<file path="src/rtl/sram_bus_walker.sv">
// rtl/sram_bus_walker.sv - walking-one/zero pin tester for the SRAM bus and its transceivers
//
// Purpose:
//   Walks a single active bit across the concatenated pin vector
//   {ctrl, addr, data} (N = CTRL_W+ADDR_W+DATA_W bits). Each pattern is held
//   in DRIVE for HOLD_CYCLES cycles and then for one SAMPLE cycle, so one bit
//   takes HOLD_CYCLES+1 cycles and a sweep takes N*(HOLD_CYCLES+1) cycles.
//   Optional loopback checking is enabled by defining
//   SRAM_BUS_WALKER_LOOPBACK_EN; in the default build the *_in ports are
//   unused and the error outputs are tied to zero.
//
// Ports:
//   i_clk, i_reset_n            clock, asynchronous active-low reset
//   i_start, i_stop             sweep start pulse, abort (stop has priority)
//   i_mode, i_continuous        0=walking-one/1=walking-zero, repeat sweeps
//   o_data_out/addr/ctrl_out    walked pins (ctrl = {n_write, n_oe, n_ce})
//   i_data_in/addr/ctrl_in      loopback fixture returns
//   o_trans_n_oe                transceiver enable, active-low
//   o_trans_tx_data/_addr       transceiver direction, 1 = transmit
//   o_busy, o_done              DRIVE/SAMPLE active, sweep-complete pulse
//   o_bit_index                 index of the active bit
//   o_sweep_count               completed sweeps (wrapping)
//   o_err_count                 loopback mismatches (saturating)
//   o_first_err_index           index of the first mismatch since start
//   o_led                       mirror of the data pins
module sram_bus_walker #(
  parameter int DATA_W      = 8,
  parameter int ADDR_W      = 15,
  parameter int CTRL_W      = 3,
  parameter int HOLD_CYCLES = 4,
  localparam int N          = DATA_W + ADDR_W + CTRL_W,
  localparam int IW         = $clog2(N)
) (
  input  logic              i_clk,
  input  logic              i_reset_n,
  input  logic              i_start,
  input  logic              i_stop,
  input  logic              i_mode,
  input  logic              i_continuous,
  input  logic [DATA_W-1:0] i_data_in,
  input  logic [ADDR_W-1:0] i_addr_in,
  input  logic [CTRL_W-1:0] i_ctrl_in,
  output logic [DATA_W-1:0] o_data_out,
  output logic [ADDR_W-1:0] o_addr_out,
  output logic [CTRL_W-1:0] o_ctrl_out,
  output logic              o_trans_n_oe,
  output logic              o_trans_tx_data,
  output logic              o_trans_tx_addr,
  output logic              o_busy,
  output logic              o_done,
  output logic [IW-1:0]     o_bit_index,
  output logic [15:0]       o_sweep_count,
  output logic [15:0]       o_err_count,
  output logic [IW-1:0]     o_first_err_index,
  output logic [7:0]        o_led
);

  localparam int HW = (HOLD_CYCLES > 1) ? $clog2(HOLD_CYCLES) : 1;

  typedef enum logic [1:0] {
    S_IDLE,
    S_DRIVE,
    S_SAMPLE,
    S_DONE
  } state_t;

  state_t        r_state;
  logic          r_mode;
  logic          r_cont;
  logic [HW-1:0] r_hold;
  logic [IW-1:0] r_bit_index;
  logic [15:0]   r_sweep_count;
  logic [N-1:0]  r_vec;
  logic          r_trans_n_oe;
  logic          r_busy;
  logic          r_done;

  // Single active bit on an all-zero background, inverted for walking-zero.
  function automatic logic [N-1:0] f_pattern(input logic [IW-1:0] idx, input logic m);
    logic [N-1:0] w;
    w = {{(N-1){1'b0}}, 1'b1} << idx;
    return m ? ~w : w;
  endfunction

`ifdef SRAM_BUS_WALKER_LOOPBACK_EN
  logic [15:0]   r_err_count;
  logic [IW-1:0] r_first_err_index;
  logic          w_mismatch;

  assign w_mismatch        = ({i_ctrl_in, i_addr_in, i_data_in} != r_vec);
  assign o_err_count       = r_err_count;
  assign o_first_err_index = r_first_err_index;
`else
  logic w_unused_in;

  assign w_unused_in       = ^{i_ctrl_in, i_addr_in, i_data_in};
  assign o_err_count       = 16'd0;
  assign o_first_err_index = '0;
`endif

  always_ff @(posedge i_clk or negedge i_reset_n) begin
    if (!i_reset_n) begin
      r_state       <= S_IDLE;
      r_mode        <= 1'b0;
      r_cont        <= 1'b0;
      r_hold        <= '0;
      r_bit_index   <= '0;
      r_sweep_count <= 16'd0;
      r_vec         <= '0;
      r_trans_n_oe  <= 1'b1;
      r_busy        <= 1'b0;
      r_done        <= 1'b0;
`ifdef SRAM_BUS_WALKER_LOOPBACK_EN
      r_err_count       <= 16'd0;
      r_first_err_index <= '0;
`endif
    end else if (i_stop) begin
      // Abort from any state; counters keep their values for inspection.
      r_state      <= S_IDLE;
      r_hold       <= '0;
      r_vec        <= '0;
      r_trans_n_oe <= 1'b1;
      r_busy       <= 1'b0;
      r_done       <= 1'b0;
    end else begin
      case (r_state)
        S_IDLE: begin
          r_done <= 1'b0;
          if (i_start) begin
            r_mode        <= i_mode;
            r_cont        <= i_continuous;
            r_hold        <= '0;
            r_bit_index   <= '0;
            r_sweep_count <= 16'd0;
            // Pattern is loaded on the start edge so it reaches the pins
            // together with the DRIVE state.
            r_vec         <= f_pattern('0, i_mode);
            r_trans_n_oe  <= 1'b0;
            r_busy        <= 1'b1;
            r_state       <= S_DRIVE;
`ifdef SRAM_BUS_WALKER_LOOPBACK_EN
            r_err_count       <= 16'd0;
            r_first_err_index <= '0;
`endif
          end
        end

        S_DRIVE: begin
          if (r_hold == HW'(HOLD_CYCLES - 1)) begin
            r_hold  <= '0;
            r_state <= S_SAMPLE;
          end else begin
            r_hold <= r_hold + 1'b1;
          end
        end

        S_SAMPLE: begin
`ifdef SRAM_BUS_WALKER_LOOPBACK_EN
          if (w_mismatch) begin
            if (r_err_count != 16'hFFFF) r_err_count <= r_err_count + 16'd1;
            if (r_err_count == 16'd0) r_first_err_index <= r_bit_index;
          end
`endif
          if (r_bit_index == IW'(N - 1)) begin
            r_sweep_count <= r_sweep_count + 16'd1;
            r_bit_index   <= '0;
            if (r_cont) begin
              r_vec   <= f_pattern('0, r_mode);
              r_state <= S_DRIVE;
            end else begin
              r_vec        <= '0;
              r_trans_n_oe <= 1'b1;
              r_busy       <= 1'b0;
              r_done       <= 1'b1;
              r_state      <= S_DONE;
            end
          end else begin
            r_bit_index <= r_bit_index + 1'b1;
            r_vec       <= f_pattern(r_bit_index + 1'b1, r_mode);
            r_state     <= S_DRIVE;
          end
        end

        S_DONE: begin
          r_done  <= 1'b0;
          r_state <= S_IDLE;
        end

        default: r_state <= S_IDLE;
      endcase
    end
  end

  assign o_data_out      = r_vec[DATA_W-1:0];
  assign o_addr_out      = r_vec[DATA_W+ADDR_W-1:DATA_W];
  assign o_ctrl_out      = r_vec[N-1:DATA_W+ADDR_W];
  assign o_trans_n_oe    = r_trans_n_oe;
  // The tester only ever transmits towards the SRAM side.
  assign o_trans_tx_data = 1'b1;
  assign o_trans_tx_addr = 1'b1;
  assign o_busy          = r_busy;
  assign o_done          = r_done;
  assign o_bit_index     = r_bit_index;
  assign o_sweep_count   = r_sweep_count;
  assign o_led           = 8'(r_vec[DATA_W-1:0]);

endmodule

</file>
<file path="config.mk">
export PLATFORM = sky130hd
export DESIGN_NAME = sram_bus_walker
export DESIGN_NICKNAME = d
export VERILOG_FILES = /design/src/rtl/sram_bus_walker.sv
export SDC_FILE = /design/constraint.sdc
export NUM_CORES = 1
export LEC_CHECK = 0
export CELL_PAD_IN_SITES_DETAIL_PLACEMENT = 0
export CELL_PAD_IN_SITES_GLOBAL_PLACEMENT = 1
export CORE_MARGIN = 10
export CORE_UTILIZATION = 30
export DETAILED_ROUTE_END_ITERATION = 12
export GPL_TIMING_DRIVEN = 0
export PLACE_DENSITY_LB_ADDON = 0.1
export SLEW_MARGIN = 20
export SYNTH_ARGS = -nofsm -noshare
export SYNTH_HDL_FRONTEND = slang
export SYNTH_SLANG_ARGS = --single-unit
export TNS_END_PERCENT = 5
</file>
<file path="constraint.sdc">
create_clock -name i_clk -period 3.8 [get_ports i_clk]
set_input_delay 0.57 -clock i_clk [delete_from_list [all_inputs] [get_ports i_clk]]
set_output_delay 0.57 -clock i_clk [all_outputs]
set_load 0.01 [all_outputs]
</file>
==> impl_metrics.tcl <==
set metrics [dict create \
    routedWlPerCell_um 14.9 \
    cts_setup_buffers 0 \
    syn_area_um2 3520 \
    cts.sinks 56 \
    clk_latency_ns 0.29 \
    cts_max_level 2 \
    n_antenna_cell 0 \
    portBuffers 63 \
    cts_hold_buf 0 \
    ys.flop_type "dfrtp_1" \
    worstPathRequired_ns 4.02 \
    drc 0 \
    hold_path_class "in2async" \
    grt_max_degree 38 \
    fin_ws_ns 1.19 \
    cts_buffers 5 \
    rsz0062_at_grt "false" \
    drive_gt1_frac 0.124 \
    clk_path_buf_depth 2 \
    fin_crit_ns 2.61 \
    status "complete, no violations" \
    drtPass1Iterations 4 \
    met2WireLength_um 4400 \
    synthTopCellsByArea "dfrtp_1 39%, buf_4 7.0%, nor2_1 5.0%" \
    nFillCells 1180 \
    register_area_um2 1400 \
    fin_tns_setup_ns 0 \
    ant_nets 0 \
    rows 39 \
    finalMaxSlewViolations 0 \
    max_freq_ghz 0.383 \
    design.die.area_um2 16400 \
    dr.first_iter.drc_count 150 \
    final_cells 635 \
    start_util 0.307 \
    io_pins 113 \
    hold_viol 0 \
    max_cap_violations 0 \
    place_inst 627 \
    peakVddDrop_v 0.000215 \
    cellPowerDensity_nw_per_um2 503 \
    vias 3020 \
    synth-edff-count 0 \
    gp_congestion 0.794 \
    startpoint_type "flop" \
    grt_pass1_wl_um 15900 \
    synth.most_common_cell "dfrtp_1" \
    die_h_um 128 \
    cts_tree "built" \
    clkSlewWorstSetupHoldPaths_ns 0.08 \
    max_slew.worst_pin.slew_ns 0.746 \
    met1_length_um 4300 \
    end_kind "flop" \
    cts_resized 0 \
    grt_pass1_vias 3037 \
    path_class "reg2reg" \
    dp_hpwl_um 7340 \
    yosysTopAreaCell "dfrtp_1" \
    fin_skew_ns 0.00536 \
    synth_cell_types 59 \
    fin_nets 533 \
    synth_seq_area_share 0.399 \
    yosysTopAreaCellShare 0.391 \
    antenna_found_initial 0 \
    totalPowerFinal_mw 2.30 \
    chipWidth_um 128 \
    detailedPlace.worstSlack_ns 0.995 \
    ys_async_sr_fraction 1.00 \
    yosysWarnings 0 \
    track_usage 0.116 \
    avgSynthCellArea_um2 8.81 \
    multiInputGateArea_um2 1810 \
    critPathMaxFanout 10 \
    maxSlewHeadroom 0.500 \
    leakage_nw 2.02 \
    ys_ff_latch 56 \
    synth_cells 399 \
    viasPerCell 4.76 \
    cp.arrival_ns 2.84 \
    fin_crit_sh 0.688 \
    route.met3.wl_um 688 \
    setup_viol 0 \
    clock-root-buffer "clkbuf_16" \
    area_delta_synth_final_pct 29.9 \
    grt.overflow.total 0 \
    drt-total-wl_um 9480 \
    top_layer_used "met4" \
    synth_common_cells "55 x dfrtp_1, 47 x nor2_1, 46 x nand2_1" \
    core-area_um2 11500 \
]
[state kept, by name, indices dropped and copies added, names as in the netlist]
| name | count |
|---|---|
| r_vec | 26 |
| o_done | 1 |
| o_bit_index | 5 |
| o_sweep_count | 16 |
| o_trans_n_oe | 1 |
| r_mode | 1 |
| r_hold | 2 |
| r_state | 2 |
| r_cont | 1 |
| o_busy | 1 |
[critical path, cell delays in order (launching register included)]
cell and delay (ns):
dfrtp_1 0.42, clkbuf_1 0.20, inv_1 0.11, ha_1 0.16, buf_6 0.14, nand4b_4 0.18, a2111oi_4 0.72, nand2_4 0.09
or3_1 0.36, a21oi_1 0.14
[power breakdown]
part | total [mW] | switching, mW | internal, mW
Combinational | 1.00 | 0.521 | 0.482
Sequential | 0.825 | 0.0962 | 0.729
Clock | 0.470 | 0.224 | 0.247
Total | 2.30 | 0.841 | 1.46
[cell usage in the layout (no fill, tap or decap), types with 4 or more instances in the layout]
cell / count
buf_4: 34
xnor2_1: 7
buf_2: 5
nand3_1: 22
conb_1: 23
xor2_1: 11
clkbuf_16: 5
o211ai_1: 4
nor2_1: 47
clkdlybuf4s50_1: 62
a21oi_1: 7
o21ai_0: 28
nor2b_1: 4
nor3_1: 8
inv_1: 13
clkbuf_1: 13
dfrtp_1: 55
nor4b_1: 5
mux2i_1: 7
nand2_1: 46
ha_1: 10
nand4_1: 12
[metrics by stage]
step / hold WS (ns) / util / instance area [µm²]
after global routing: 0.175 / 0.398 / 4570
final: 0.155 / 0.398 / 4570
after detailed placement: 0.456 / 0.386 / 4420
after floorplan: 0.274 / - / 3590
after global placement: 0.451 / 0.384 / 4400
after CTS: 0.165 / 0.398 / 4570
[per-layer routing]
metal  up-vias  track usage
met5         -            0
met4         0       0.0291
met3         8       0.0327
met2        78        0.190
met1      1417        0.145
li1       1517            -
[logic make-up (layout without fill, tap and decap cells)]
logic type | after synthesis | in the layout | share of synthesized area
AND/OR/NAND/NOR | 163 | 163 | 0.229
buffers and inverters | 66 | 138 | 0.110
adder cells (fa/ha/maj) | 10 | 10 | 0.0356
flip-flops | 56 | 56 | 0.399
multiplexers | 10 | 10 | 0.0295
XOR/XNOR | 18 | 18 | 0.0448
other | 2 | 23 | 0.00214
AO/OA/AOI/OAI | 74 | 74 | 0.150
[final timing paths]
kind / from / to / slack, ns / cells after the start
worst min-delay path: i_reset_n / r_vec[14]$_DFFE_PN0P_ / 0.16 / 1
worst max register to register: o_bit_index[1]$_DFFE_PN0P_ / o_sweep_count[15]$_DFFE_PN0P_ / 1.19 / 9
worst min register to register: r_vec[12]$_DFFE_PN0P_ / r_vec[12]$_DFFE_PN0P_ / 0.47 / 2
min in group i_clk: r_vec[12]$_DFFE_PN0P_ / r_vec[12]$_DFFE_PN0P_ / 0.47 / 2
max in group asynchronous: i_reset_n / o_sweep_count[15]$_DFFE_PN0P_ / 3.16 / 2
worst max-delay path: o_bit_index[1]$_DFFE_PN0P_ / o_sweep_count[15]$_DFFE_PN0P_ / 1.19 / 9
[cell type report]
type | count | area share
Sequential cell | 56 | 0.307
Tap cell | 143 | 0.0392
Buffer | 53 | 0.0737
Clock inverter | 2 | 0.00356
Timing Repair Buffer | 64 | 0.142
Clock buffer | 6 | 0.0282
Inverter | 13 | 0.0107
Multi-Input combinational cell | 298 | 0.396
No activity file was read; power rests on OpenSTA's default activity.
